`config.mk`:
```
export PLATFORM = sky130hd
export DESIGN_NAME = tone_period_meter
export DESIGN_NICKNAME = d
export VERILOG_FILES = /design/src/rtl/tone_period_meter.sv
export SDC_FILE = /design/constraint.sdc
export NUM_CORES = 1
export LEC_CHECK = 0
export CELL_PAD_IN_SITES_DETAIL_PLACEMENT = 1
export CELL_PAD_IN_SITES_GLOBAL_PLACEMENT = 1
export CORE_UTILIZATION = 25
export CTS_CLUSTER_DIAMETER = 200
export CTS_CLUSTER_SIZE = 14
export DETAILED_ROUTE_END_ITERATION = 10
export PLACE_DENSITY_LB_ADDON = 0.1
export RECOVER_POWER = 25
export SLEW_MARGIN = 20
export SYNTH_ARGS = -nofsm -noshare
export SYNTH_HDL_FRONTEND = slang
export SYNTH_SLANG_ARGS = --single-unit
```
`constraint.sdc`:
```
create_clock -name clk -period 3.6 [get_ports clk]
set_clock_uncertainty 0.2 [all_clocks]
set_input_delay 0.36 -clock clk [delete_from_list [all_inputs] [get_ports clk]]
set_output_delay 0.36 -clock clk [all_outputs]
set_load 0.05 [all_outputs]
```
`src/rtl/tone_period_meter.sv`:
```
// tone_period_meter: measures the clk-cycle period between consecutive rising
// edges of an asynchronous square wave, classifies the result against the
// nominal 1kHz and 800Hz tone periods, and hands it out over valid/ready with
// loss-of-signal and sticky overrun flags.
`timescale 1ns/1ps
module tone_period_meter #(
  parameter int CNT_W   = 20,
  parameter int P_1KHZ  = 25000,
  parameter int P_800HZ = 31250,
  parameter int TOL     = 250,
  parameter int TIMEOUT = 250000
) (
  input  logic             clk,
  input  logic             rst,
  input  logic             sig_in,
  input  logic             meas_ready,
  output logic             meas_valid,
  output logic [CNT_W-1:0] period,
  output logic             match_1khz,
  output logic             match_800hz,
  output logic             no_signal,
  output logic             overrun
);

  localparam logic [1:0] S_IDLE = 2'd0;
  localparam logic [1:0] S_MEAS = 2'd1;
  localparam logic [1:0] S_LOST = 2'd2;

  // Counter value on which an edge-free cycle declares loss of signal.
  localparam logic [CNT_W-1:0] CNT_LAST = CNT_W'(TIMEOUT - 1);
  localparam logic [CNT_W-1:0] CNT_ONE  = CNT_W'(1);
  // One extra bit keeps |candidate - nominal| free of wrap-around.
  localparam logic [CNT_W:0]   P1_W     = (CNT_W + 1)'(P_1KHZ);
  localparam logic [CNT_W:0]   P8_W     = (CNT_W + 1)'(P_800HZ);
  localparam logic [CNT_W:0]   TOL_W    = (CNT_W + 1)'(TOL);

  // Inclusive tolerance window test on an unsigned absolute difference.
  function automatic logic within_tol(input logic [CNT_W-1:0] value,
                                      input logic [CNT_W:0]   nominal);
    logic [CNT_W:0] v;
    logic [CNT_W:0] diff;
    v    = {1'b0, value};
    diff = (v >= nominal) ? (v - nominal) : (nominal - v);
    return diff <= TOL_W;
  endfunction

  logic             s1_q, s2_q, s3_q;
  logic             rise;
  logic [1:0]       state_q, state_d;
  logic [CNT_W-1:0] cnt_q, cnt_d;
  logic             set_lost;
  logic             capture;
  logic [CNT_W-1:0] candidate;

  logic             valid_q, valid_d;
  logic [CNT_W-1:0] period_q, period_d;
  logic             m1_q, m1_d;
  logic             m8_q, m8_d;
  logic             nosig_q, nosig_d;
  logic             overrun_q, overrun_d;
  logic             handshake;

  // Two-flop synchroniser plus a history flop for rising-edge detection.
  // NOTE: sequential state uses non-blocking (<=) so every flop samples the
  // pre-edge value of its neighbours, which is what makes the chain a chain.
  always_ff @(posedge clk or posedge rst) begin
    if (rst) begin
      s1_q <= 1'b0;
      s2_q <= 1'b0;
      s3_q <= 1'b0;
    end else begin
      s1_q <= sig_in;
      s2_q <= s1_q;
      s3_q <= s2_q;
    end
  end

  assign rise      = s2_q & ~s3_q;
  assign capture   = rise && (state_q == S_MEAS);
  assign candidate = cnt_q + CNT_ONE;

  // Measurement FSM next-state: idle until first edge, count between edges,
  // park in S_LOST (counter frozen) once the timeout elapses.
  always_comb begin
    // NOTE: every output of this block gets a default first; a path that left
    // one unassigned would infer a latch.
    state_d  = state_q;
    cnt_d    = cnt_q;
    set_lost = 1'b0;
    case (state_q)
      S_IDLE: begin
        cnt_d = '0;
        if (rise) state_d = S_MEAS;
      end
      S_MEAS: begin
        if (rise) begin
          cnt_d = '0;
        end else if (cnt_q == CNT_LAST) begin
          state_d  = S_LOST;
          set_lost = 1'b1;
        end else begin
          cnt_d = cnt_q + CNT_ONE;
        end
      end
      S_LOST: begin
        if (rise) begin
          cnt_d   = '0;
          state_d = S_MEAS;
        end
      end
      default: begin
        state_d = S_IDLE;
        cnt_d   = '0;
      end
    endcase
  end

  // FSM and counter registers.
  always_ff @(posedge clk or posedge rst) begin
    if (rst) begin
      state_q <= S_IDLE;
      cnt_q   <= '0;
    end else begin
      state_q <= state_d;
      cnt_q   <= cnt_d;
    end
  end

  assign handshake = valid_q & meas_ready;

  // Result register next-state: load a capture when the slot is free or is
  // being emptied this cycle, otherwise drop it and flag overrun.
  always_comb begin
    valid_d   = valid_q;
    period_d  = period_q;
    m1_d      = m1_q;
    m8_d      = m8_q;
    nosig_d   = nosig_q;
    overrun_d = overrun_q;
    if (handshake) begin
      valid_d   = 1'b0;
      overrun_d = 1'b0;
    end
    if (capture) begin
      nosig_d = 1'b0;
      if (!valid_q || handshake) begin
        valid_d  = 1'b1;
        period_d = candidate;
        m1_d     = within_tol(candidate, P1_W);
        m8_d     = within_tol(candidate, P8_W);
      end else begin
        overrun_d = 1'b1;
      end
    end
    if (set_lost) nosig_d = 1'b1;
  end

  // Result and status registers.
  always_ff @(posedge clk or posedge rst) begin
    if (rst) begin
      valid_q   <= 1'b0;
      period_q  <= '0;
      m1_q      <= 1'b0;
      m8_q      <= 1'b0;
      nosig_q   <= 1'b0;
      overrun_q <= 1'b0;
    end else begin
      valid_q   <= valid_d;
      period_q  <= period_d;
      m1_q      <= m1_d;
      m8_q      <= m8_d;
      nosig_q   <= nosig_d;
      overrun_q <= overrun_d;
    end
  end

  assign meas_valid  = valid_q;
  assign period      = period_q;
  assign match_1khz  = m1_q;
  assign match_800hz = m8_q;
  assign no_signal   = nosig_q;
  assign overrun     = overrun_q;

endmodule

```
==> results of run 1 <==
-- worst paths after layout --
check	to	slack, ns	from	cells past startpoint
setup / recovery	match_1khz	0.14	cnt_q[0]	12
hold / removal	s2_q	0.16	s1_q	0
setup reg to reg	match_1khz	0.14	cnt_q[0]	12
hold reg to reg	s2_q	0.16	s1_q	0
max in group asynchronous	cnt_q[3]	1.43	rst	2
min in group asynchronous	period[16]	0.74	rst	2
-- Yosys cell counts, types with 8 or more instances --
master / n / share of area
a211oi_1: 8 / 0.013
a21oi_1: 29 / 0.032
a31oi_1: 10 / 0.014
and3_1: 8 / 0.011
buf_2: 10 / 0.011
clkbuf_1: 20 / 0.017
dfrtp_1: 50 / 0.28
ha_1: 12 / 0.034
inv_1: 13 / 0.011
mux2i_1: 9 / 0.020
nand2_1: 68 / 0.057
nand2b_1: 8 / 0.011
nand3_1: 15 / 0.017
nand4_1: 13 / 0.018
nor2_1: 48 / 0.040
nor3_1: 16 / 0.018
nor4_1: 9 / 0.013
o21ai_0: 64 / 0.072
o31ai_1: 10 / 0.017
xnor2_1: 24 / 0.047
xor2_1: 12 / 0.024
-- kinds of logic after synthesis --
group	count (synthesis)	synth area share
compound gates	174	0.249
xor+xnor	39	0.0815
fa+ha+maj	12	0.0336
buf+inv	52	0.0540
flops	50	0.280
mux	9	0.0202
simple gates	232	0.281
-- stage by stage --
| step | TNS (ns) | cell area [um2] | total power, mW |
|---|---|---|---|
| 3_3_place_gp | -0.151 | 5570 | 1.40 |
| 6_report | 0 | 5940 | 2.06 |
| 2_1_floorplan | 0 | 4470 | 1.11 |
| 3_5_place_dp | -0.367 | 5570 | 1.43 |
| 5_1_grt | -0.0121 | 5940 | 2.18 |
| 4_1_cts | 0 | 5770 | 2.03 |
-- placed cells by master, fill, tap and decap left out, types with 4 or more instances in the layout --
cell type	instances
a211oi_1	8
a21boi_0	4
a21o_1	5
a21oi_1	24
a21oi_2	7
a31oi_1	8
and2_1	6
and3_1	6
and4_1	4
and4b_1	5
buf_4	96
clkbuf_16	5
clkdlybuf4s50_1	26
dfrtp_1	47
ha_1	8
inv_1	13
mux2i_1	9
nand2_1	67
nand2b_1	8
nand3_1	15
nand4_1	13
nor2_1	44
nor2_2	5
nor2b_1	6
nor3_1	14
nor4_1	7
o211ai_1	4
o21ai_0	60
o22ai_1	4
o31ai_1	8
or4_1	4
xnor2_1	21
xnor2_2	4
xor2_1	12
-- final cells by class --
cell class	instances	share of cell area
flip-flops and latches	50	0.211
multi-input cells	466	0.529
inverters	13	0.00821
clock buffers	5	0.0211
repair buffers	127	0.176
clock inverters	3	0.00737
well taps	225	0.0474
-- what timing repair did --
item,4_1_cts,5_1_grt
pin swaps,1,10
buffers inserted,0,2
gates resized for setup,8,35
endpoints found under the setup margin,2,2
-- power by group through the flow --
stage | registers [mW] | clock network [mW] | logic, mW
floorplan | 0.703 | 0 | 0.406
global placement | 0.637 | 0 | 0.767
detailed placement | 0.642 | 0 | 0.783
CTS | 0.631 | 0.605 | 0.793
global route | 0.635 | 0.621 | 0.927
finish | 0.630 | 0.578 | 0.850
-- layer usage --
layer	up-vias	GRT usage
li1	2273	-
met1	2254	0.266
met2	45	0.328
met3	9	0.0247
met4	0	0.0418
met5	-	0
==> out/qor.yml, run 1 <==
routing:
  routed_wl_um: 17300
  route.antenna.remaining_nets: 0
  met2WireLength_um: 8380
  wl_met3_um: 321
  met1_length_um: 8430
  drt_iter0_drc: 168
  vias: 4581
  wire_per_inst_um: 19.5
  drc: 0
  vias_per_cell: 5.15
  maxUsedRoutingLayer: "met4"
  firstDrtPassIters: 4
cts:
  clk_pin_slew_ns: 0.08
  cts_made_buffers: 5
  clock_sinks: 50
  clk_latency_ns: 0.31
  root_buffer: "clkbuf_16"
  hold_buffers: 0
  clockBufferDepth: 2
  htree_levels: 2
  cts_tree: "yes"
place:
  place_ws_ns: -0.225
  io_buffers: 28
  gp_congestion: 0.803
  dp.cells: 879
  hpwl_um: 13900
synth:
  synth_seq_area_share: 0.280
  syn_area_per_cell_um2: 7.87
  synth_nets: 584
  syn_area_um2: 4470
  yosys_warnings: 0
  synth_cells: 568
  synth-seq-cells: 50
  synth-async-reset-ratio: 1.00
  synth_edf_count: 0
  ys.flop_type: "dfrtp_1"
  synth.distinct_cells: 72
grt:
  track_usage: 0.196
  overflow: 0
  grt_pass1_wl_um: 27200
  grt_antenna_before_repair: 0
  grt_max_degree: 37
  grt_pass1_vias: 4699
cells_and_area:
  multiInputGateArea_um2: 3150
  n_antenna_cell: 0
  drive_above_1_share: 0.247
  final_cells: 889
  finish.utilization: 0.342
  seq_area_um2: 1250
  n_fill_cell: 2061
  areaGrowthSynthToFinish_pct: 33.0
  fin_nets: 679
min_path:
  worstHoldPathType: "reg2reg"
power_and_ir_drop:
  leakage_nw: 2.47
  powerDensity_nw_per_um2: 346
  swShare: 0.380
  clockPowerShare: 0.281
  power_frac_seq: 0.306
  power.switching_mw: 0.782
  intPower_mw: 1.28
  vdd_drop_max_mv: 0.268
  combinationalPowerShare: 0.413
timing:
  max_freq_ghz: 0.289
  worst_slew_pin_slew_ns: 1.52
  hold_viol: 0
  fin_hold_ws_ns: 0.164
  fin_crit_sh: 0.960
  slew_headroom: -0.0136
  fin_crit_ns: 3.46
  setup_viol: 0
  finalMaxSlewViolations: 37
  fin_ws_ns: 0.145
critical_path:
  critPathBufInv: 2
  crit_arrival_ns: 3.44
  critPathMaxFanout: 12
  critPathLaunchType: "register"
  critPathRequiredTime_ns: 3.59
  crit_chain: "ha_2 -> buf_6 -> nand2_4 -> or4_4 -> xnor2_2 -> buf_4 -> a31oi_2 -> a21o_1 -> nand2_1 -> or4_1 -> a31oi_1 -> o31ai_2"
  crit_type: "reg2reg"
  max_stage_delay_ns: 0.56
  crit_family: "simple AND/OR/NAND/NOR gates"
  crit_path_end_kind: "register"
  slowest_stage: "or4_4"
floorplanning:
  die_y_um: 136
  dieArea_um2: 18400
  row_count: 48
  start_util: 0.257
  die_w_um: 136
  num_io_pins: 29
  core_area_um2: 17400
run:
  max-cap-violations: 1
run_status:
  violations: "max-capacitance violations, max-slew violations"
  run_status: "complete, but fails checks"
Note: power is estimated with default switching activity, not from simulation.
==> inputs of run 2 (changes only) <==
--- a/config.mk
+++ b/config.mk
@@ -7,7 +7,7 @@
 export LEC_CHECK = 0
 export CELL_PAD_IN_SITES_DETAIL_PLACEMENT = 1
 export CELL_PAD_IN_SITES_GLOBAL_PLACEMENT = 1
-export CORE_UTILIZATION = 25
+export CORE_UTILIZATION = 41
 export CTS_CLUSTER_DIAMETER = 200
 export CTS_CLUSTER_SIZE = 14
 export DETAILED_ROUTE_END_ITERATION = 10
==> out/qor.yml, run 2 (synthesized netlist as in run 1, its figures left out) <==
critical_path:
  slowest_stage: "dfrtp_2"
  critPathMaxFanout: 7
  path_common_cell: "o31ai_1"
  max_stage_delay_ns: 0.46
  critPathLaunchType: "register"
  crit_arrival_ns: 3.56
  critPathBufInv: 1
  crit_chain: "ha_2 -> and3_1 -> xnor2_2 -> buf_4 -> ha_1 -> a31oi_2 -> o21ai_0 -> a21oi_2 -> mux2i_1 -> or4_1 -> a211o_1 -> o31ai_1 -> nand4_1 -> o31ai_1"
  crit_path_end_kind: "register"
  crit_type: "reg2reg"
  crit_family: "compound AO/OA/AOI/OAI gates"
  critPathRequiredTime_ns: 3.64
grt:
  grt_antenna_before_repair: 0
  overflow: 0
  grt_pass1_wl_um: 25400
  track_usage: 0.291
  grt_max_degree: 51
  grt_pass1_vias: 4885
timing:
  slew_headroom: -0.532
  fin_setup_tns_ns: 0
  hold_viol: 0
  fin_ws_ns: 0.0749
  worst_slew_pin_slew_ns: 2.29
  setup_viol: 0
  rsz0062_at_grt: "yes"
  max_freq_ghz: 0.284
  finalMaxSlewViolations: 51
  fin_crit_ns: 3.53
  fin_crit_sh: 0.979
cts:
  clock_sinks: 50
  htree_levels: 2
  clk_pin_slew_ns: 0.11
  root_buffer: "clkbuf_8"
  clockBufferDepth: 2
  cts_made_buffers: 5
  clk_latency_ns: 0.32
  cts_tree: "yes"
run:
  max-cap-violations: 1
routing:
  vias: 4736
  wire_per_inst_um: 20.0
  vias_per_cell: 5.95
  drc: 0
  firstDrtPassIters: 4
  drt_iter0_drc: 206
  routed_wl_um: 15900
  route.antenna.remaining_nets: 0
cells_and_area:
  final_common_cell: "buf_4"
  areaGrowthSynthToFinish_pct: 26.4
  n_fill_cell: 1323
  final_cells: 796
  layout_common_cells: "buf_4, nand2_1, o21ai_0, dfrtp_1, nor2_1"
  drive_above_1_share: 0.223
  n_antenna_cell: 0
  fin_nets: 676
power_and_ir_drop:
  powerDensity_nw_per_um2: 308
  leakage_nw: 2.38
  vdd_drop_max_mv: 0.345
floorplanning:
  die_w_um: 106
  core_area_um2: 10500
  dieArea_um2: 11300
  die_y_um: 106
  start_util: 0.427
  row_count: 37
  num_io_pins: 29
place:
  hpwl_um: 12600
  dp.cells: 788
  place_ws_ns: -0.0953
  io_buffers: 28
  gp_congestion: 0.945
min_path:
  worstHoldPathType: "reg2reg"
run_status:
  run_status: "complete, but fails checks"
  violations: "max-capacitance violations, max-slew violations"
==> run 2: final timing paths <==
check,from,end,slack (ns),cells after the start
max,cnt_q[0],match_1khz,0.07,14
min,s1_q,s2_q,0.18,0
max reg2reg,cnt_q[0],match_1khz,0.07,14
min reg2reg,s1_q,s2_q,0.18,0
max in group asynchronous,rst,cnt_q[0],1.13,2
min in group asynchronous,rst,period[19],0.89,2
==> run 2: layer usage <==
metal | global-route usage | wire length, um | up-vias
met1 | 0.389 | 7430 | 2347
li1 | - | - | 2262
met4 | 0.0813 | 303 | 0
met2 | 0.496 | 7690 | 101
met5 | 0 | 0 | -
met3 | 0.0294 | 508 | 26
==> run 2: per-stage QoR <==
| stage | instance area, um2 | utilization | hold WS (ns) | total power, mW |
|---|---|---|---|---|
| final | 5650 | 0.540 | 0.175 | 1.74 |
| after global routing | 5650 | 0.540 | 0.186 | 1.84 |
| after floorplan | 4470 | - | 0.131 | 1.11 |
| after global placement | 5470 | 0.523 | 0.134 | 1.36 |
| after CTS | 5560 | 0.531 | 0.178 | 1.74 |
| after detailed placement | 5470 | 0.523 | 0.153 | 1.39 |
==> run 2: final cells by class <==
type / instances / area [um2] / area share
repair buffers: 124 / 1030 / 0.182
flip-flops and latches: 50 / 1250 / 0.222
clock buffers: 5 / 68.8 / 0.0122
multi-input cells: 466 / 3060 / 0.542
well taps: 136 / 170 / 0.0301
inverters: 13 / 50.0 / 0.00887
clock inverters: 2 / 15.0 / 0.00266
==> run 2: report_power, final <==
group          leakage [nW]  internal [mW]  total, mW  switching (mW)
logic                  1.67          0.295      0.767           0.472
clock network        0.0362          0.133      0.341           0.208
registers             0.673          0.598      0.630          0.0315
total                  2.38           1.03       1.74           0.711
==> run 2: repair_timing <==
action / 4_1_cts / 5_1_grt
buffers inserted: 0 / 1
cloned: 0 / 0
setup endpoints to repair: 1 / 2
gates resized for setup: 2 / 20
pin swaps: 0 / 5
hold buffers: 0 / 0
